File: config.mk
export PLATFORM = sky130hd
export DESIGN_NAME = inst_fetch
export DESIGN_NICKNAME = d
export VERILOG_FILES = /design/src/rtl/inst_fetch.sv
export SDC_FILE = /design/constraint.sdc
export NUM_CORES = 1
export LEC_CHECK = 0
export ABC_AREA = 1
export BUFFER_PORTS_ARGS = -buffer_cell sky130_fd_sc_hd__buf_2
export CELL_PAD_IN_SITES_DETAIL_PLACEMENT = 0
export CELL_PAD_IN_SITES_GLOBAL_PLACEMENT = 2
export CORE_MARGIN = 2
export CORE_UTILIZATION = 33
export DETAILED_ROUTE_END_ITERATION = 7
export GPL_TIMING_DRIVEN = 0
export PLACE_DENSITY = 0.87
export SLEW_MARGIN = 20
export SYNTH_ARGS = -nofsm -noshare
export SYNTH_HDL_FRONTEND = slang
export SYNTH_SLANG_ARGS = --single-unit
File: constraint.sdc
create_clock -name Clk -period 4.4 [get_ports Clk]
set_clock_uncertainty 0.05 [all_clocks]
set_input_delay 0.88 -clock Clk [delete_from_list [all_inputs] [get_ports Clk]]
set_output_delay 0.88 -clock Clk [all_outputs]
set_load 0.02 [all_outputs]
File: src/rtl/inst_fetch.sv
// Instruction fetch stage: owns the PC, registers the fetched word, decodes
// j/jal/halt for next-PC selection, and parks in HALTED until Resume.
module inst_fetch #(
  parameter logic [15:0] RESET_PC = 16'h0000,
  parameter logic [3:0]  HALT_OP  = 4'b1110
) (
  input  logic        Clk,
  input  logic        Reset,
  output logic [15:0] InstAddress,
  input  logic [9:0]  InstIn,
  input  logic        Stall,
  input  logic        Redirect,
  input  logic [15:0] RedirectAddr,
  input  logic        Resume,
  output logic [9:0]  InstReg,
  output logic        InstValid,
  output logic [15:0] LinkAddr,
  output logic        LinkWrite,
  output logic        Halted,
  output logic [15:0] FetchCount
);

  localparam logic [3:0] OP_J   = 4'b1100;
  localparam logic [3:0] OP_JAL = 4'b1011;

  typedef enum logic {RUN = 1'b0, HALTED = 1'b1} state_t;

  state_t      state;
  state_t      stateNext;
  logic [15:0] pc;
  logic [3:0]  opcode;
  logic        isHalt;
  logic        isJal;
  logic        isJump;
  logic        accept;
  logic [15:0] pcPlus1;
  logic [15:0] jumpTarget;

  assign InstAddress = pc;
  assign opcode      = InstIn[9:6];
  assign isHalt      = (opcode == HALT_OP);
  assign isJal       = (opcode == OP_JAL) && !isHalt;
  assign isJump      = ((opcode == OP_J) || (opcode == OP_JAL)) && !isHalt;
  assign accept      = (state == RUN) && !Redirect && !Stall;
  assign pcPlus1     = pc + 16'd1;
  assign jumpTarget  = pc + 16'd1 + {{10{InstIn[5]}}, InstIn[5:0]};

  always_ff @(posedge Clk or posedge Reset) begin
    if (Reset) begin
      state <= RUN;
    end else begin
      state <= stateNext;
    end
  end

  // A stalled cycle holds everything, so Resume only takes effect when not stalled.
  always_comb begin
    stateNext = state;
    case (state)
      RUN:     if (accept && isHalt) stateNext = HALTED;
      HALTED:  if (Resume && !Stall) stateNext = RUN;
      default: stateNext = RUN;
    endcase
  end

  always_comb begin
    Halted = (state == HALTED);
  end

  always_ff @(posedge Clk or posedge Reset) begin
    if (Reset) begin
      pc         <= RESET_PC;
      InstReg    <= 10'b0;
      InstValid  <= 1'b0;
      LinkAddr   <= 16'h0000;
      LinkWrite  <= 1'b0;
      FetchCount <= 16'h0000;
    end else begin
      LinkWrite <= 1'b0;
      if (state == RUN) begin
        if (Redirect) begin
          pc        <= RedirectAddr;
          InstValid <= 1'b0;
        end else if (!Stall) begin
          InstReg   <= InstIn;
          InstValid <= 1'b1;
          if (FetchCount != 16'hFFFF) FetchCount <= FetchCount + 16'd1;
          if (isJal) begin
            LinkAddr  <= pcPlus1;
            LinkWrite <= 1'b1;
          end
          // A halt word leaves the PC parked on its own address.
          if (isJump) pc <= jumpTarget;
          else if (!isHalt) pc <= pcPlus1;
        end
      end else begin
        InstValid <= 1'b0;
        if (Resume && !Stall) pc <= pcPlus1;
      end
    end
  end

endmodule
==> results of run 1 <==
==> cell type report <==
class / count / area (µm²)
Fill cell: 1380 / 7330
Multi-Input combinational cell: 443 / 2330
Sequential cell: 61 / 1530
Timing Repair Buffer: 92 / 475
Inverter: 78 / 295
Clock buffer: 9 / 225
Tap cell: 172 / 215
Buffer: 11 / 58.8
Clock inverter: 7 / 51.3
==> cells by family after synthesis <==
| family | after synthesis |
|---|---|
| buffers and inverters | 89 |
| adder cells (fa/ha/maj) | 22 |
| AO/OA/AOI/OAI | 86 |
| XOR/XNOR | 21 |
| AND/OR/NAND/NOR | 314 |
| flip-flops | 61 |
==> power by group <==
group          internal [W]  switching (W)  total, W
logic              0.000323       0.000620  0.000943
clock network      0.000382       0.000262  0.000644
registers          0.000670       0.000105  0.000775
==> state kept, by name, summed over array words and instances (netlist names) <==
| register | cells |
|---|---|
| LinkWrite | 1 |
| FetchCount | 16 |
| InstAddress | 16 |
| Halted | 1 |
| InstValid | 1 |
| LinkAddr | 16 |
| InstReg | 10 |
==> worst paths after layout <==
kind | to | depth (start not counted)
min in group asynchronous | LinkAddr[11] | 2
setup reg to reg | InstAddress[15] | 16
setup / recovery | InstAddress[15] | 16
hold / removal | InstReg[1] | 2
hold reg to reg | InstReg[1] | 2
max in group asynchronous | InstAddress[4] | 3
==> cell usage after synthesis <==
| library cell | n | area [µm²] |
|---|---|---|
| nor4_2 | 1 | 12.5 |
| nand3_1 | 38 | 190 |
| clkbuf_1 | 3 | 11.3 |
| nor2_1 | 38 | 143 |
| dfrtp_1 | 61 | 1530 |
| buf_1 | 1 | 3.75 |
| and2_4 | 1 | 8.76 |
| nor2_4 | 3 | 33.8 |
| buf_2 | 5 | 25.0 |
| xnor2_1 | 9 | 78.8 |
| a21oi_1 | 25 | 125 |
| nand3b_1 | 2 | 15.0 |
| inv_1 | 71 | 267 |
| nor3_2 | 2 | 20.0 |
| ha_1 | 21 | 263 |
| nand3_4 | 1 | 17.5 |
| buf_4 | 1 | 7.51 |
| o21ai_1 | 10 | 50.1 |
| nor3_1 | 7 | 35.0 |
| o21bai_1 | 2 | 15.0 |
| inv_2 | 7 | 26.3 |
| o2111ai_1 | 1 | 8.76 |
| o21ai_0 | 33 | 165 |
| nand4_1 | 10 | 62.6 |
| fa_1 | 1 | 20.0 |
| o21a_1 | 1 | 7.51 |
| a21o_1 | 1 | 7.51 |
| or2_2 | 5 | 31.3 |
| nor2_2 | 3 | 18.8 |
| xor2_1 | 12 | 105 |
| o221ai_1 | 3 | 26.3 |
| o22ai_1 | 3 | 18.8 |
| and2_1 | 2 | 12.5 |
| o211ai_1 | 3 | 22.5 |
| nand2_1 | 196 | 736 |
| nand2_4 | 1 | 11.3 |
| nand2_2 | 3 | 18.8 |
| o221a_2 | 1 | 11.3 |
| buf_6 | 1 | 11.3 |
| a22oi_1 | 2 | 15.0 |
| nor2_8 | 1 | 20.0 |
| a31o_2 | 1 | 8.76 |
==> through the flow <==
step           setup WS, ns  hold WS, ns  instance area (µm²)
2_1_floorplan          1.78        0.532                 4210
3_3_place_gp           1.18        0.401                 4880
3_5_place_dp           1.27        0.408                 4910
4_1_cts                1.25        0.421                 5180
5_1_grt               0.886        0.452                 5180
6_report               1.18        0.415                 5180
==> critical path, stage by stage, from the launching register on <==
cell and delay [ns]:
dfrtp_1 0.54, nand2_2 0.13, nor2_1 0.25, xor2_1 0.52, ha_1 0.38, nand2_1 0.12
inv_1 0.05, a21oi_1 0.13, nand2_1 0.13, a21oi_1 0.37, inv_1 0.07, nand2_1 0.07
nand3_1 0.06, nand2_1 0.06, nand2_1 0.04, nand2_1 0.06, nand2_1 0.04
==> per-layer routing <==
| layer | vias to the layer above | wire length, µm | part of all wire [%] | GRT usage [%] |
|---|---|---|---|---|
| li1 | 2122 | - | - | - |
| met1 | 1857 | 5800 | 48 | 25.6 |
| met2 | 86 | 5700 | 47 | 30.8 |
| met3 | 12 | 471 | 3.9 | 2.73 |
| met4 | 0 | 143 | 1.2 | 5.25 |
| met5 | - | 0 | 0 | 0 |
==> results.sh, run 1 <==
export IMPL_start_point_of_the_worst_hold_path="InstReg[1]"
export IMPL_mappedNetlistNets=646
export IMPL_setup_worst_path_start_class="register"
export IMPL_slew_violations=0
export IMPL_cts_max_level=3
export IMPL_crit_type="register to register"
export IMPL_synthesis_area_um2=4210
export IMPL_tns_ns=0
export IMPL_final_hold_violation_count=0
export IMPL_routabilityCongestion=0.881
export IMPL_routed_via_count=4077
export IMPL_io_pins=92
export IMPL_synthXorXnorAreaFrac_pct=4.37
export IMPL_synth_adder_area_share_pct=6.71
export IMPL_rows=41
export IMPL_place_detailed_hpwl_mm=9.91
export IMPL_insertion_delay_ns=0.33
export IMPL_final_min_clock_period_ns=3.22
export IMPL_cts_resized_gates=0
export IMPL_synth_compound_gate_area_share_pct=11.4
export IMPL_antenna_cells_inserted=0
export IMPL_maxClockFrequency_mhz=311
export IMPL_routed_wire_length_per_instance_um=13.9
export IMPL_fp_dieH_um=117
export IMPL_holdBufCountCts=0
export IMPL_drc_errors=0
export IMPL_cts_reportedPaths_clkPinSlew_ns=0.06
export IMPL_maximum_vdd_drop_uv=168
export IMPL_status="finished, final reports clean"
export IMPL_antenna_violating_nets_post_route=0
export IMPL_post_synth_num_cell_types=42
export IMPL_timing_max_cap_violations=0
export IMPL_layout_cells_most_common_list="nand2_1 (196), buf_2 (96), inv_1 (70)"
export IMPL_p_leak_nw=2.81
export IMPL_cts_root_buf="clkbuf_16"
export IMPL_drt_vias_per_instance=4.67
export IMPL_most_common_cell_after_layout_fill_and_taps_aside="nand2_1"
export IMPL_numPortBuffers=91
export IMPL_placeableCoreArea_um2=12500
export IMPL_pin_count_of_the_biggest_net_entering_global_routing=32
export IMPL_die_area_um2=13700
export IMPL_maximum_clock_path_buffer_count=2
export IMPL_worst_slew_margin_rel_pct=60.6
export IMPL_setup_viol_count_final=0
export IMPL_worst_hold_path_type="register to register"
export IMPL_initial_antenna_violation_count=0
export IMPL_placed_instances=857
export IMPL_post_cts_repair_setup_buffers=0
export IMPL_tritoncts_num_sinks=61
export IMPL_final_core_density_pct=41.4
export IMPL_synth_mux_area_share_pct=0
export IMPL_actual_slew_at_the_worst_max_slew_pin_ns=0.590
export IMPL_grt_total_usage_pct=18.7
export IMPL_grt_ovfl_total=0
export IMPL_layout_area_overhead_vs_synth_pct=23.0
export IMPL_cts_tree="built"
export IMPL_cp_data_required_time_ns=4.57
export IMPL_start_util_pct=33.7
export IMPL_ys_ff_latch=61
export IMPL_p_total_w=0.00236
export IMPL_drt_first_pass_iters=5
export IMPL_simple_gate_share_of_the_synthesized_area_pct=32.9
export IMPL_share_of_the_yosys_chip_area_belonging_to_registers_pct=36.2
export IMPL_numCtsBuffers=9
export IMPL_yosys_warn_count=0
export IMPL_layout_drive_gt1_share_pct=20.8
export IMPL_post_synthesis_instance_total=593
export IMPL_overall_die_width_um=117
export IMPL_critical_path_endpoint_type="register"
export IMPL_crit_path_start="InstAddress[3]"
export IMPL_via_count_of_the_first_global_routing_pass=3812
export IMPL_rrSetupSlack_ns=1.18
export IMPL_cp_arrival_ns=3.39
export IMPL_largest_family_of_logic_cells_by_synthesized_area="simple AND/OR/NAND/NOR gates"
export IMPL_unrepaired_setup_endpoints_after_global_routing="no"
export IMPL_layout_worst_path_cycle_share_pct=73.1
export IMPL_finalNetCount=749
export IMPL_cellPowerDensity_nw_per_um2=456
export IMPL_global_route_wire_length_before_repair_mm=19.6
export IMPL_drt_initial_drc_count=298
export IMPL_worstPathMaxFanout=7
export IMPL_timing_rr_start="InstAddress[3]"
export IMPL_post_synth_cell_area_avg_um2=7.10
export IMPL_stdcell_count=873
export IMPL_total_detailed_routing_wirelength_mm=12.1
(Power assumes the default switching activity.)
==> inputs of run 2 (changes only) <==
- CORE_UTILIZATION: 33 -> 27
- PLACE_DENSITY: 0.87 -> 0.76
- clock period: 4.4 -> 2.8 ns (I/O delays scaled with it)
==> run 2 against run 1 <==
  * Via count grew 3.0%
  * Critical path type unchanged
  * Cell area grew 13%
  * Total power grew 75%
  * Setup slack lost 1.1 ns
  * Sequential share of layout area shrank 3.3 points
  * Sequential power grew 59%
  * Global-route usage shrank 1.9 points
  * Register-to-register slack lost 1.1 ns
  * Largest cell class unchanged
  * Worst hold slack lost 0.30 ns
==> results.sh, run 2 (same netlist as run 1, synthesis figures left out) <==
export IMPL_worst_slew_margin_rel_pct=60.0
export IMPL_timing_rr_start="InstAddress[5]"
export IMPL_pin_count_of_the_biggest_net_entering_global_routing=46
export IMPL_via_count_of_the_first_global_routing_pass=4107
export IMPL_cts_max_level=3
export IMPL_antenna_violating_nets_post_route=0
export IMPL_worst_path_max_delay_cell="dfrtp_2"
export IMPL_unrepaired_setup_endpoints_after_global_routing="yes"
export IMPL_timing_critical_path_slowest_cell_delay_ns=0.46
export IMPL_setup_worst_path_start_class="register"
export IMPL_start_util_pct=27.7
export IMPL_routed_wire_length_per_instance_um=14.8
export IMPL_stdcell_count=913
export IMPL_overall_die_width_um=129
export IMPL_combinationalPowerShare_pct=44.2
export IMPL_antenna_cells_inserted=0
export IMPL_most_common_cell_after_layout_fill_and_taps_aside="nand2_1"
export IMPL_p_leak_nw=2.99
export IMPL_crit_chain="nand2_4 > nor2_4 > nand2_4 > nor2_4 > nand3_2 > xor2_2 > inv_2 > ha_4 > nand2_4 > inv_2 > nand3_2 > nor3_2 > nand2_1 > nand2_1 > nand2_1 > nand3_2 > nand3_2 > nand2_2 > nand2_1"
export IMPL_io_pins=92
export IMPL_layout_area_overhead_vs_synth_pct=39.1
export IMPL_seq_power_share_pct=29.6
export IMPL_critical_path_endpoint_type="register"
export IMPL_critical_path_top_delay_family="simple AND/OR/NAND/NOR gates"
export IMPL_dpl_worst_slack_ns=-0.398
export IMPL_grt_ovfl_total=0
export IMPL_grt_total_usage_pct=16.8
export IMPL_layout_worst_path_cycle_share_pct=97.3
export IMPL_final_core_density_pct=38.6
export IMPL_rows=45
export IMPL_drt_initial_drc_count=217
export IMPL_setup_worst_path_end="InstAddress[14]"
export IMPL_placed_instances=873
export IMPL_final_hold_violation_count=0
export IMPL_worstPathMaxFanout=6
export IMPL_hold_slack_final_ns=0.118
export IMPL_power_net_switching_w=0.00170
export IMPL_cts_reportedPaths_clkPinSlew_ns=0.05
export IMPL_maxClockFrequency_mhz=367
export IMPL_initial_antenna_violation_count=0
export IMPL_tritoncts_num_sinks=61
export IMPL_power_internal_w=0.00244
export IMPL_pwr_share_clk_pct=26.2
export IMPL_layout_cells_most_common_list="nand2_1 (174), buf_2 (96), inv_1 (61)"
export IMPL_drt_vias_per_instance=4.60
export IMPL_post_route_worst_setup_slack_ns=0.0761
export IMPL_p_total_w=0.00414
export IMPL_total_detailed_routing_wirelength_mm=13.5
export IMPL_worst_hold_path_type="primary input to async pin"
export IMPL_global_route_wire_length_before_repair_mm=21.6
export IMPL_cts_tree="built"
export IMPL_timing_max_cap_violations=0
export IMPL_slew_violations=0
export IMPL_die_area_um2=16600
export IMPL_placeableCoreArea_um2=15200
export IMPL_fp_dieH_um=129
export IMPL_worst_r2r_endpoint="InstAddress[14]"
export IMPL_final_min_clock_period_ns=2.72
export IMPL_crit_path_start="InstAddress[5]"
export IMPL_numPortBuffers=91
export IMPL_layout_drive_gt1_share_pct=34.5
export IMPL_cts_root_buf="clkbuf_16"
export IMPL_actual_slew_at_the_worst_max_slew_pin_ns=0.601
export IMPL_cp_buffers_inverters=2
export IMPL_cp_arrival_ns=2.89
export IMPL_maximum_vdd_drop_uv=254
export IMPL_place_detailed_hpwl_mm=10.5
export IMPL_fillerInstances=1643
export IMPL_drc_errors=0
export IMPL_cellPowerDensity_nw_per_um2=707
export IMPL_insertion_delay_ns=0.33
export IMPL_multiInputGateArea_um2=2770
export IMPL_crit_type="register to register"
export IMPL_power_switching_fraction_pct=41.1
export IMPL_regArea_um2=1540
export IMPL_setup_viol_count_final=0
export IMPL_routed_via_count=4200
export IMPL_cp_data_required_time_ns=2.97
export IMPL_rrSetupSlack_ns=0.08
export IMPL_timing_critical_path_depth=19
export IMPL_drt_first_pass_iters=4
export IMPL_maximum_clock_path_buffer_count=2
export IMPL_reg2reg_depth=19
export IMPL_numCtsBuffers=9
export IMPL_routabilityCongestion=0.883
export IMPL_status="finished, final reports clean"
export IMPL_finalNetCount=773
==> run 2: changes by cell type in the layout (fill, tap and decap cells not counted), sizes merged <==
cell	delta
clkinv	-1
buf	+24
clkbuf	+1
bufinv	+1
inv	-1
==> run 2: final cells by class <==
class,count,area share [%]
plain buffers,11,1.00
well taps,188,4.01
multi-input cells,443,47.2
repair buffers,116,11.5
clock inverters,6,1.09
clock buffers,10,3.91
flip-flops and latches,61,26.2
inverters,78,5.08
==> run 2: how the worst min path moves through the flow <==
stage | startpoint | end | slack, ns | cells past startpoint
3_3_place_gp | InstReg[6] | InstReg[6] | 0.40 | 2
4_1_cts | Reset | LinkAddr[11] | 0.11 | 2
5_1_grt | Reset | LinkAddr[11] | 0.13 | 2
2_1_floorplan | LinkAddr[1] | LinkAddr[1] | 0.53 | 2
3_5_place_dp | InstReg[2] | InstReg[2] | 0.40 | 2
6_report | Reset | LinkAddr[11] | 0.12 | 2
==> run 2: stage by stage <==
step	TNS, ns	cell area (µm²)
6_report	0	5860
5_1_grt	-0.370	5860
4_1_cts	0	5370
3_5_place_dp	-1.75	4930
3_3_place_gp	-12.97	4900
2_1_floorplan	0	4210
==> run 2: metal layers <==
layer	global-route usage, %	vias up	share of wire (%)
li1	-	2163	-
met1	22.0	1936	45
met2	28.3	84	48
met3	2.83	17	4.4
met4	5.50	0	1.9
met5	0	-	0
==> run 2: power by group through the flow <==
stage	combinational [W]	sequential [W]	clock, W
5_1_grt	0.00205	0.00126	0.00115
3_5_place_dp	0.00150	0.00123	0
6_report	0.00183	0.00123	0.00109
2_1_floorplan	0.000824	0.00142	0
4_1_cts	0.00158	0.00122	0.00111
3_3_place_gp	0.00149	0.00123	0
==> run 2: what timing repair did <==
| item | in CTS | in global routing |
|---|---|---|
| setup buffers | 7 | 17 |
| cloned | 0 | 0 |
| endpoints found under the setup margin | 8 | 11 |
| hold buffers | 0 | 0 |
| resized for setup | 20 | 84 |
| pin swaps | 2 | 30 |
==> inputs of run 3 (changes only) <==
- CELL_PAD_IN_SITES_DETAIL_PLACEMENT: 0 -> unset
- CELL_PAD_IN_SITES_GLOBAL_PLACEMENT: 2 -> unset
- CORE_UTILIZATION: 27 -> 35
- PLACE_DENSITY: 0.76 -> 0.58
==> run 3 against run 2 <==
  * Fmax up 2.5%
  * Via count grew 0.79%
  * Total power down 3.4%
  * Register-to-register slack better by 0.07 ns
  * Highest routed layer unchanged
  * Sequential share of layout area rose by 0.92 points
  * Critical path depth is 2 lower
  * Clock power shrank 6%
  * Global-route usage up 2.7 points
  * Largest power group unchanged
  * Wire length down 7.3%
  * Count of clock-buffer cells in the layout is the same
  * Non-clock buffer count fell by 5
==> results.sh, run 3 (same netlist as run 1, synthesis figures left out) <==
export IMPL_initial_antenna_violation_count=0
export IMPL_die_area_um2=12900
export IMPL_cts_reportedPaths_clkPinSlew_ns=0.05
export IMPL_place_detailed_hpwl_mm=9.72
export IMPL_drt_initial_drc_count=219
export IMPL_start_util_pct=35.5
export IMPL_cts_max_level=3
export IMPL_most_common_cell_after_layout_fill_and_taps_aside="nand2_1"
export IMPL_p_leak_nw=2.94
export IMPL_timing_rr_start="InstAddress[1]"
export IMPL_grt_total_usage_pct=19.5
export IMPL_numCtsBuffers=9
export IMPL_layout_drive_gt1_share_pct=32.3
export IMPL_cp_arrival_ns=2.81
export IMPL_setup_viol_count_final=0
export IMPL_stdcell_count=866
export IMPL_cts_tree="built"
export IMPL_pin_count_of_the_biggest_net_entering_global_routing=49
export IMPL_slew_violations=0
export IMPL_insertion_delay_ns=0.33
export IMPL_worst_hold_path_type="primary input to async pin"
export IMPL_grt_ovfl_total=0
export IMPL_timing_max_cap_violations=0
export IMPL_drt_first_pass_iters=5
export IMPL_routed_wire_length_per_instance_um=14.4
export IMPL_maxClockFrequency_mhz=376
export IMPL_worstPathMaxFanout=5
export IMPL_status="finished, final reports clean"
export IMPL_tritoncts_num_sinks=61
export IMPL_layout_cells_most_common_list="nand2_1 (179), buf_2 (96), inv_1 (62)"
export IMPL_drc_errors=0
export IMPL_maximum_vdd_drop_uv=307
export IMPL_critical_path_endpoint_type="register"
export IMPL_antenna_violating_nets_post_route=0
export IMPL_finalNetCount=768
export IMPL_final_min_clock_period_ns=2.66
export IMPL_actual_slew_at_the_worst_max_slew_pin_ns=0.530
export IMPL_maximum_clock_path_buffer_count=2
export IMPL_rows=40
export IMPL_tns_ns=0
export IMPL_overall_die_width_um=114
export IMPL_routabilityCongestion=0.897
export IMPL_cellPowerDensity_nw_per_um2=706
export IMPL_io_pins=92
export IMPL_drt_vias_per_instance=4.89
export IMPL_setup_worst_path_start_class="register"
export IMPL_routed_via_count=4233
export IMPL_worst_slew_margin_rel_pct=64.7
export IMPL_cp_data_required_time_ns=2.95
export IMPL_antenna_cells_inserted=0
export IMPL_p_total_w=0.00400
export IMPL_crit_type="register to register"
export IMPL_crit_path_start="InstAddress[1]"
export IMPL_global_route_wire_length_before_repair_mm=19.9
export IMPL_placed_instances=832
export IMPL_numPortBuffers=91
export IMPL_layout_area_overhead_vs_synth_pct=34.6
export IMPL_cts_root_buf="clkbuf_16"
export IMPL_placeableCoreArea_um2=11900
export IMPL_total_detailed_routing_wirelength_mm=12.5
export IMPL_fillerInstances=1171
export IMPL_layout_worst_path_cycle_share_pct=94.9
export IMPL_final_hold_violation_count=0
export IMPL_via_count_of_the_first_global_routing_pass=3922
export IMPL_fp_dieH_um=114
export IMPL_holdBufCountCts=0
[run 3: what timing repair did]
item                                    in CTS  in global routing
endpoints found under the setup margin       8                 10
buffers inserted                             6                 13
pin swaps                                    2                 19
gates resized for setup                     17                 75
[run 3: path summary, 6_finish.rpt]
check,depth (start not counted),slack [ns],endpoint
max reg2reg,17,0.14,InstAddress[7]
max,17,0.14,InstAddress[7]
min reg2reg,2,0.42,InstReg[3]
max in group asynchronous,3,2.08,InstAddress[0]
min,2,0.11,InstAddress[3]
min in group Clk,3,0.41,InstReg[2]
[run 3: critical path, cell delays in order (launching register included)]
cell	delay [ns]
dfrtp_2	0.44
ha_2	0.22
nand2_4	0.08
inv_6	0.05
nand3_4	0.10
nor2_4	0.05
buf_4	0.14
nor2_4	0.17
ha_4	0.24
nand2_1	0.07
nand2_1	0.08
a21oi_1	0.15
nand2_2	0.12
or2_2	0.28
nand3_1	0.07
nand3_1	0.07
inv_1	0.07
o22ai_1	0.07
[run 3: per-stage QoR]
step | util, % | hold WS (ns) | cell area, µm² | setup slack [ns]
after floorplan | - | 0.532 | 4210 | 0.182
after global placement | 40.9 | 0.402 | 4850 | -0.277
after detailed placement | 41.2 | 0.407 | 4880 | -0.286
after CTS | 44.7 | 0.111 | 5300 | 0.0176
after global routing | 47.8 | 0.121 | 5670 | -0.0549
final | 47.8 | 0.110 | 5670 | 0.142
[run 3: cell type report]
| type | count | area, µm² | share of cell area [%] |
|---|---|---|---|
| inverter | 78 | 300 | 5.29 |
| tap | 147 | 184 | 3.24 |
| clock inverter | 5 | 36.3 | 0.640 |
| clock buffer | 10 | 239 | 4.21 |
| buffer | 11 | 58.8 | 1.04 |
| sequential | 61 | 1540 | 27.1 |
| multi-input combinational | 443 | 2690 | 47.4 |
| timing repair buffer | 111 | 626 | 11.0 |
[run 3: routing by layer]
metal  vias to the layer above  routed length (µm)  GRT usage [%]
li1                       2162                   -              -
met1                      1965                5630           25.3
met2                        88                6140           33.3
met3                        18                 511           3.67
met4                         0                 235           5.77
met5                         -                   0              0
[run 3: power by group]
group	internal [W]	switching [W]	total [W]
Combinational	0.000654	0.00109	0.00174
Sequential	0.00106	0.000180	0.00124
Clock	0.000618	0.000405	0.00102
Total	0.00233	0.00167	0.00400
